**config.mk**
```make
export PLATFORM = sky130hd
export DESIGN_NAME = mod_reduce_128
export DESIGN_NICKNAME = d
export VERILOG_FILES = /design/src/rtl/mod_reduce_128.sv
export SDC_FILE = /design/constraint.sdc
export NUM_CORES = 1
export LEC_CHECK = 0
export BUFFER_PORTS_ARGS = -buffer_cell sky130_fd_sc_hd__buf_2
export CAP_MARGIN = 20
export CORE_ASPECT_RATIO = 0.7
export CORE_MARGIN = 3
export CORE_UTILIZATION = 58
export CTS_CLUSTER_SIZE = 14
export DETAILED_ROUTE_END_ITERATION = 16
export GPL_ROUTABILITY_DRIVEN = 0
export HOLD_SLACK_MARGIN = 0.03
export PLACE_DENSITY = 0.8
export SYNTH_ARGS = -nofsm -noshare
export SYNTH_HDL_FRONTEND = slang
export SYNTH_SLANG_ARGS = --single-unit
```
**constraint.sdc**
```tcl
create_clock -name clk -period 5.2 [get_ports clk]
set_input_delay 0.78 -clock clk [delete_from_list [all_inputs] [get_ports clk]]
set_output_delay 0.78 -clock clk [all_outputs]
set_load 0.05 [all_outputs]
```
**src/rtl/mod_reduce_128.sv**
```systemverilog
// mod_reduce_128: reduces a 2*DATA_WIDTH-bit product modulo a DATA_WIDTH-bit
// modulus with a bit-serial restoring shift-subtract loop, MSB first, one
// product bit per cycle. A zero modulus is flagged through output_error.
module mod_reduce_128 #(
  parameter int DATA_WIDTH = 64
) (
  input  logic                    clk,
  input  logic                    rst,
  input  logic [2*DATA_WIDTH-1:0] input_tdata,
  input  logic [DATA_WIDTH-1:0]   modulus_tdata,
  input  logic                    input_tvalid,
  output logic                    input_tready,
  output logic [DATA_WIDTH-1:0]   output_tdata,
  output logic                    output_error,
  output logic                    output_tvalid,
  input  logic                    output_tready
);

  localparam int PW = 2 * DATA_WIDTH;
  localparam int CW = $clog2(PW);

  typedef enum logic [1:0] {IDLE, CALC, DONE} state_t;

  state_t                state;
  logic [PW-1:0]         prod;
  logic [DATA_WIDTH-1:0] m;
  logic [DATA_WIDTH-1:0] rem;
  logic [CW-1:0]         cnt;

  logic [DATA_WIDTH:0]   trial;
  logic                  ge;
  logic [DATA_WIDTH-1:0] rem_nxt;

  // One restoring step. The true difference is always < m, so it fits in
  // DATA_WIDTH bits and the low-bit subtraction is exact.
  always_comb begin
    trial   = {rem, prod[cnt]};
    ge      = (trial >= {1'b0, m});
    rem_nxt = ge ? (trial[DATA_WIDTH-1:0] - m) : trial[DATA_WIDTH-1:0];
  end

  // Accept only in IDLE and never while reset is asserted.
  assign input_tready = (state == IDLE) && !rst;

  // Control FSM, datapath registers and registered outputs.
  always_ff @(posedge clk) begin
    if (rst) begin
      state         <= IDLE;
      prod          <= '0;
      m             <= '0;
      rem           <= '0;
      cnt           <= '0;
      output_tdata  <= '0;
      output_error  <= 1'b0;
      output_tvalid <= 1'b0;
    end else begin
      case (state)
        IDLE: begin
          if (input_tvalid) begin
            prod <= input_tdata;
            m    <= modulus_tdata;
            if (modulus_tdata == '0) begin
              output_tdata  <= '0;
              output_error  <= 1'b1;
              output_tvalid <= 1'b1;
              state         <= DONE;
            end else begin
              rem   <= '0;
              cnt   <= CW'(PW - 1);
              state <= CALC;
            end
          end
        end
        CALC: begin
          rem <= rem_nxt;
          cnt <= cnt - 1'b1;
          if (cnt == '0) begin
            output_tdata  <= rem_nxt;
            output_error  <= 1'b0;
            output_tvalid <= 1'b1;
            state         <= DONE;
          end
        end
        DONE: begin
          // Result is held until the consumer takes it.
          if (output_tready) begin
            output_tvalid <= 1'b0;
            state         <= IDLE;
          end
        end
        default: state <= IDLE;
      endcase
    end
  end

endmodule

```
==> flow_summary.ini, run 1 <==
[worst_setup_path]
path_cells = inv_1, or3_4, o221ai_1, a21oi_1, and2_0, a31oi_1, mux4_2, inv_1, ha_1, fa_1, nor2b_1, o211ai_1, a21oi_2, o2111ai_1, nand3_1, a21oi_1, buf_4, o211ai_1, a21oi_1, xor2_1, o21ai_0
path_max_fanout = 8
critical_path_class = flop to flop
critical_path_arrival_ps = 5350
critPathSlowestCell = or3_4
cp_data_required_time_ps = 5610
path_common_cell = a21oi_1
cp-start-kind = flop
cpPeakStageDelay_ps = 490
cp-end-kind = flop
worst_r2r_endpoint = output_tdata[56]
reg2reg_from = cnt[0]
worst-r2r-setup-slack_ps = 250
r2r_cells = 21

[finish]
area_growth_pct = 16.7
layout_common_cells = nand2_1, dfxtp_1, a21oi_1
instances_no_fill = 2830
stdcell_area_sq_um = 20000
antenna_cells = 0
nNetsFinal = 2690
final_common_cell = nand2_1
drive_gt1_frac = 0.164

[synth]
synth.ff_latch_count = 331
synthArstFlopShare = 0
synthTopCellsByArea = dfxtp_1, nand2_1, a21oi_1, ha_1, o21ai_0
synth_cell_types = 73
yosysWarnings = 0
synth_fp_nets = 2502
synthCells = 2238
synth_top_cell_area_share = 0.386
synth_edf_count = 0
synth_area_sq_um = 17200
synth_ff_type = dfxtp_1
ys_seq_area_frac = 0.386
yosys.area.top_type = dfxtp_1
syn_area_per_cell_sq_um = 7.67

[sta]
finalHoldViolCount = 0
setup_viol_count_final = 0
period_share = 0.951
fmax_mhz = 202
layout_setup_ws_ps = 253
tightest_slew_ps = 937
relSlewSlack = 0.370
whs_ps = 447
rsz0062_at_grt = false
finalSetupTns_ps = 0
fin_skew_ps = 30.7
period_needed_ps = 4950
final-max-slew-violation-count = 0

[floorplan]
die_w_um = 212
start_util = 0.592
dieArea_sq_um = 31700
num_io_pins = 263
rows = 52
die_h_um = 150
coreArea_sq_um = 29000

[placed_design]
dp_cells = 2764
postPlaceCellArea_sq_um = 18700
place_hpwl_um = 38600
io_buffers = 262
post-place-ws_ps = 139

[min_path]
hold_class = flop to flop
min_from = output_tdata[21]
min_to = output_tdata[21]
holdPathStages = 2

[cts]
htreeDepth = 2
numCtsBuffers = 34
tritoncts = yes
ctsHoldBuffers = 0
cts.path.max_buffers = 3
clock_latency_ps = 550
cts-root-buf = clkbuf_16
cts.sinks = 331
clkSlewWorstSetupHoldPaths_ps = 70

[detailed_routing]
post_drt_wl_per_cell_um = 18.9
drtIter0Drc = 1838
drc = 0
num_vias = 17200
ant_nets = 0
via_per_inst = 6.07
dr.pass1.iters = 13
totalWireLength_um = 53400

[global_route]
antenna_found_initial = 0
grt_pass1_vias = 15900
grt.overflow.total = 0
grt_max_degree = 114
grtUsageTotal = 0.324
grt_first_pass_wirelength_um = 83200

[power_and_ir_drop]
power.density_nw_per_um2 = 847
vdd_ir_drop_max_v = 0.000967
leakagePower_nw = 8.36

[run_status]
outcome = complete, no violations

[job]
drv_cap = 0
Yosys cell counts, drive strengths merged, types with 11 or more instances:
cell type  number
mux4           19
o21ai         119
nor3           35
a211oi         11
xor2           23
inv            87
a21o           22
xnor2          37
clkbuf        122
o22ai          19
o21bai         16
ha             67
a31oi          36
buf            25
nand2         583
mux2i          46
nand3          16
dfxtp         331
a21oi         312
o211ai         13
nand4          26
nand2b         31
nor2           84
nor4           23
layout make-up:
cell class | instances | area [sq um]
well taps | 378 | 473
clock inverters | 15 | 205
clock buffers | 47 | 970
repair buffers | 299 | 1730
fillers | 2414 | 8980
multi-input cells | 1673 | 9700
inverters | 87 | 327
flip-flops and latches | 331 | 6630
how the worst max path moves through the flow:
stage / endpoint / slack, ps / startpoint
finish: output_tdata[56] / 250 / cnt[0]
global route: output_tdata[46] / 50 / cnt[2]
CTS: output_tdata[46] / 110 / cnt[2]
detailed placement: output_tdata[56] / 140 / cnt[1]
global placement: output_tdata[58] / 230 / cnt[2]
floorplan: output_tdata[34] / 890 / cnt[1]
stage by stage:
| step | total power, mW | utilization |
|---|---|---|
| after floorplan | 11.2 | - |
| after global placement | 13.6 | 0.645 |
| after detailed placement | 13.9 | 0.645 |
| after CTS | 16.5 | 0.686 |
| after global routing | 17.9 | 0.691 |
| final | 17.0 | 0.691 |
power by group:
group	total, mW	switching [mW]	internal [mW]
clock	2.58	1.06	1.52
combinational	11.1	6.94	4.20
sequential	3.25	0.333	2.92
total	17.0	8.33	8.64
registers in the layout, indices dropped and copies added, names as in the netlist:
register / count
prod: 128
m: 64
output_tdata: 64
rem: 64
cnt: 7
state: 2
output_error: 1
output_tvalid: 1
kinds of logic (layout without fill, tap and decap cells):
kind of cell             after synthesis  after routing  share of synthesized area
flip-flops                           331            331                      0.386
AND/OR/NAND/NOR                      842            842                      0.208
multiplexers                          66             66                     0.0524
XOR/XNOR                              60             60                     0.0306
AO/OA/AOI/OAI                        637            637                      0.220
adder cells (fa/ha/maj)               68             68                     0.0500
buffers and inverters                234            448                     0.0535
critical path, delay by kind of cell, from the launching register on:
family / cells / cell delay, ps
multiplexers: 1 / 330
adder cells (fa/ha/maj): 2 / 590
AND/OR/NAND/NOR: 4 / 1140
flip-flops: 1 / 380
XOR/XNOR: 1 / 230
AO/OA/AOI/OAI: 10 / 1810
buffers and inverters: 3 / 360
per-layer routing:
metal,up-vias,track usage,part of all wire,wire length [um]
met5,-,0,0,0
met4,0,0.100,0.029,1540
met3,105,0.0583,0.10,5490
met2,887,0.488,0.43,22800
met1,8049,0.473,0.44,23600
li1,8149,-,-,-
what timing repair did:
action                     4_1_cts  5_1_grt
resized for setup                0        9
setup endpoints to repair        0       72
setup buffers                    0        0
No activity file was read; power rests on OpenSTA's default activity.
==> run 2: changes to the inputs <==
--- a/config.mk
+++ b/config.mk
@@ -9,12 +9,12 @@
 export CAP_MARGIN = 20
 export CORE_ASPECT_RATIO = 0.7
 export CORE_MARGIN = 3
-export CORE_UTILIZATION = 58
+export CORE_UTILIZATION = 35
 export CTS_CLUSTER_SIZE = 14
 export DETAILED_ROUTE_END_ITERATION = 16
 export GPL_ROUTABILITY_DRIVEN = 0
 export HOLD_SLACK_MARGIN = 0.03
-export PLACE_DENSITY = 0.8
+export PLACE_DENSITY = 0.53
 export SYNTH_ARGS = -nofsm -noshare
 export SYNTH_HDL_FRONTEND = slang
 export SYNTH_SLANG_ARGS = --single-unit
==> flow_summary.ini, run 2 (synthesized netlist as in run 1, its figures left out) <==
[floorplan]
num_io_pins = 263
die_w_um = 271
start_util = 0.356
dieArea_sq_um = 51800
coreArea_sq_um = 48200
die_h_um = 191
rows = 67

[finish]
nNetsFinal = 2695
final_util = 0.423
final_common_cell = nand2_1
stdcell_area_sq_um = 20400
instances_no_fill = 3113
area_growth_pct = 18.7
layout_common_cells = nand2_1, dfxtp_1, a21oi_1
multi_input_area_sq_um = 9700
largest-register = prod
largest_reg_flops = 128
regArea_sq_um = 6630
drive_gt1_frac = 0.165
fillerInstances = 5015

[detailed_routing]
drc = 0
post_drt_wl_per_cell_um = 18.9
via_per_inst = 5.37
ant_nets = 0
wl_met2_um = 24600
wl_met1_um = 29200
num_vias = 16700
dr_wl_met3_um = 3960
drtIter0Drc = 1285
topRoutingLayerUsed = met5
dr.pass1.iters = 5
totalWireLength_um = 58800

[cts]
numCtsBuffers = 36
tritoncts = yes
clkSlewWorstSetupHoldPaths_ps = 60
clock_latency_ps = 550
cts.path.max_buffers = 3
postCtsSetupRepairBufs = 0
cts-root-buf = clkbuf_16
htreeDepth = 2
cts.sinks = 331

[placed_design]
place_hpwl_um = 43900
post-place-ws_ps = 165
postPlaceCellArea_sq_um = 19100
io_buffers = 262
dp_cells = 3047

[sta]
rsz0062_at_grt = false
period_share = 0.946
relSlewSlack = 0.222
period_needed_ps = 4920
final-max-slew-violation-count = 0
setup_viol_count_final = 0
layout_setup_ws_ps = 278
finalHoldViolCount = 0
tightest_slew_ps = 1160
finalSetupTns_ps = 0
fin_skew_ps = 29.5
fmax_mhz = 203

[worst_setup_path]
path_cells = inv_1, or3_4, o221ai_1, a21oi_1, and2_0, a31oi_1, mux4_2, inv_1, ha_1, fa_1, nor2b_2, o211ai_1, a21oi_2, o21ba_4, o21ai_0, a32o_2, nor4b_1, o31ai_1, o21ai_1, o21ai_0
cp_data_required_time_ps = 5650
cp-end-kind = flop
path_max_fanout = 8
critical_path_arrival_ps = 5370
critical_path_class = flop to flop
cpPeakStageDelay_ps = 490
critPathSlowestCell = o31ai_1
cp-start-kind = flop

[run_status]
outcome = complete, no violations

[min_path]
hold_class = flop to flop

[power_and_ir_drop]
vdd_ir_drop_max_v = 0.000964
leakagePower_nw = 8.38
power.density_nw_per_um2 = 854

[global_route]
grt.overflow.total = 0
antenna_found_initial = 4
grtUsageTotal = 0.220
grt_first_pass_wirelength_um = 90400
grt_max_degree = 103
grt_pass1_vias = 15800

[job]
drv_cap = 0
[run 2: cell types whose count changed in the layout (fill, tap and decap cells not counted), moves of 3 or more]
cell | before | now
buf_4 | 28 | 32
clkbuf_1 | 6 | 10
clkbuf_16 | 34 | 37
nor2_1 | 79 | 82
[run 2: final timing paths]
path	depth (start not counted)	endpoint	start	slack, ps
max	20	rem[48]	cnt[0]	280
min	2	output_tdata[15]	output_tdata[15]	450
max reg2reg	20	rem[48]	cnt[0]	280
min reg2reg	2	output_tdata[15]	output_tdata[15]	450
[run 2: cell type report]
type / count / share of cell area
clock buffers: 55 / 0.0521
diodes: 2 / 0.000245
well taps: 655 / 0.0402
clock inverters: 8 / 0.00546
inverters: 87 / 0.0160
flip-flops and latches: 331 / 0.325
repair buffers: 302 / 0.0849
multi-input cells: 1673 / 0.476
[run 2: repair_timing]
| action | CTS | global route |
|---|---|---|
| endpoints found under the hold margin | 0 | 0 |
| gates resized for setup | 0 | 11 |
| hold buffers | 0 | 0 |
| endpoints found under the setup margin | 0 | 100 |
[run 2: per-stage QoR]
step,power (mW),hold WS (ps)
floorplan,11.2,433
global placement,14.5,438
detailed placement,14.5,437
CTS,17.2,444
global route,18.7,467
finish,17.4,449
[run 2: per-layer routing]
| layer | vias to the layer above | track usage |
|---|---|---|
| met5 | - | 0 |
| met4 | 4 | 0.0464 |
| met3 | 71 | 0.0424 |
| met2 | 474 | 0.326 |
| met1 | 8002 | 0.328 |
| li1 | 8159 | - |
[run 2: critical path: cells and delay by family, from the launching register on]
kind,cells,cell delay (ps)
AO/OA/AOI/OAI,11,2380
AND/OR/NAND/NOR,4,930
adder cells (fa/ha/maj),2,600
flip-flops,1,420
multiplexers,1,320
buffers and inverters,2,170
[run 2: where the power goes]
group	switching [mW]	internal, mW
sequential	0.322	2.92
clock	1.09	1.51
combinational	7.18	4.39
total	8.59	8.83
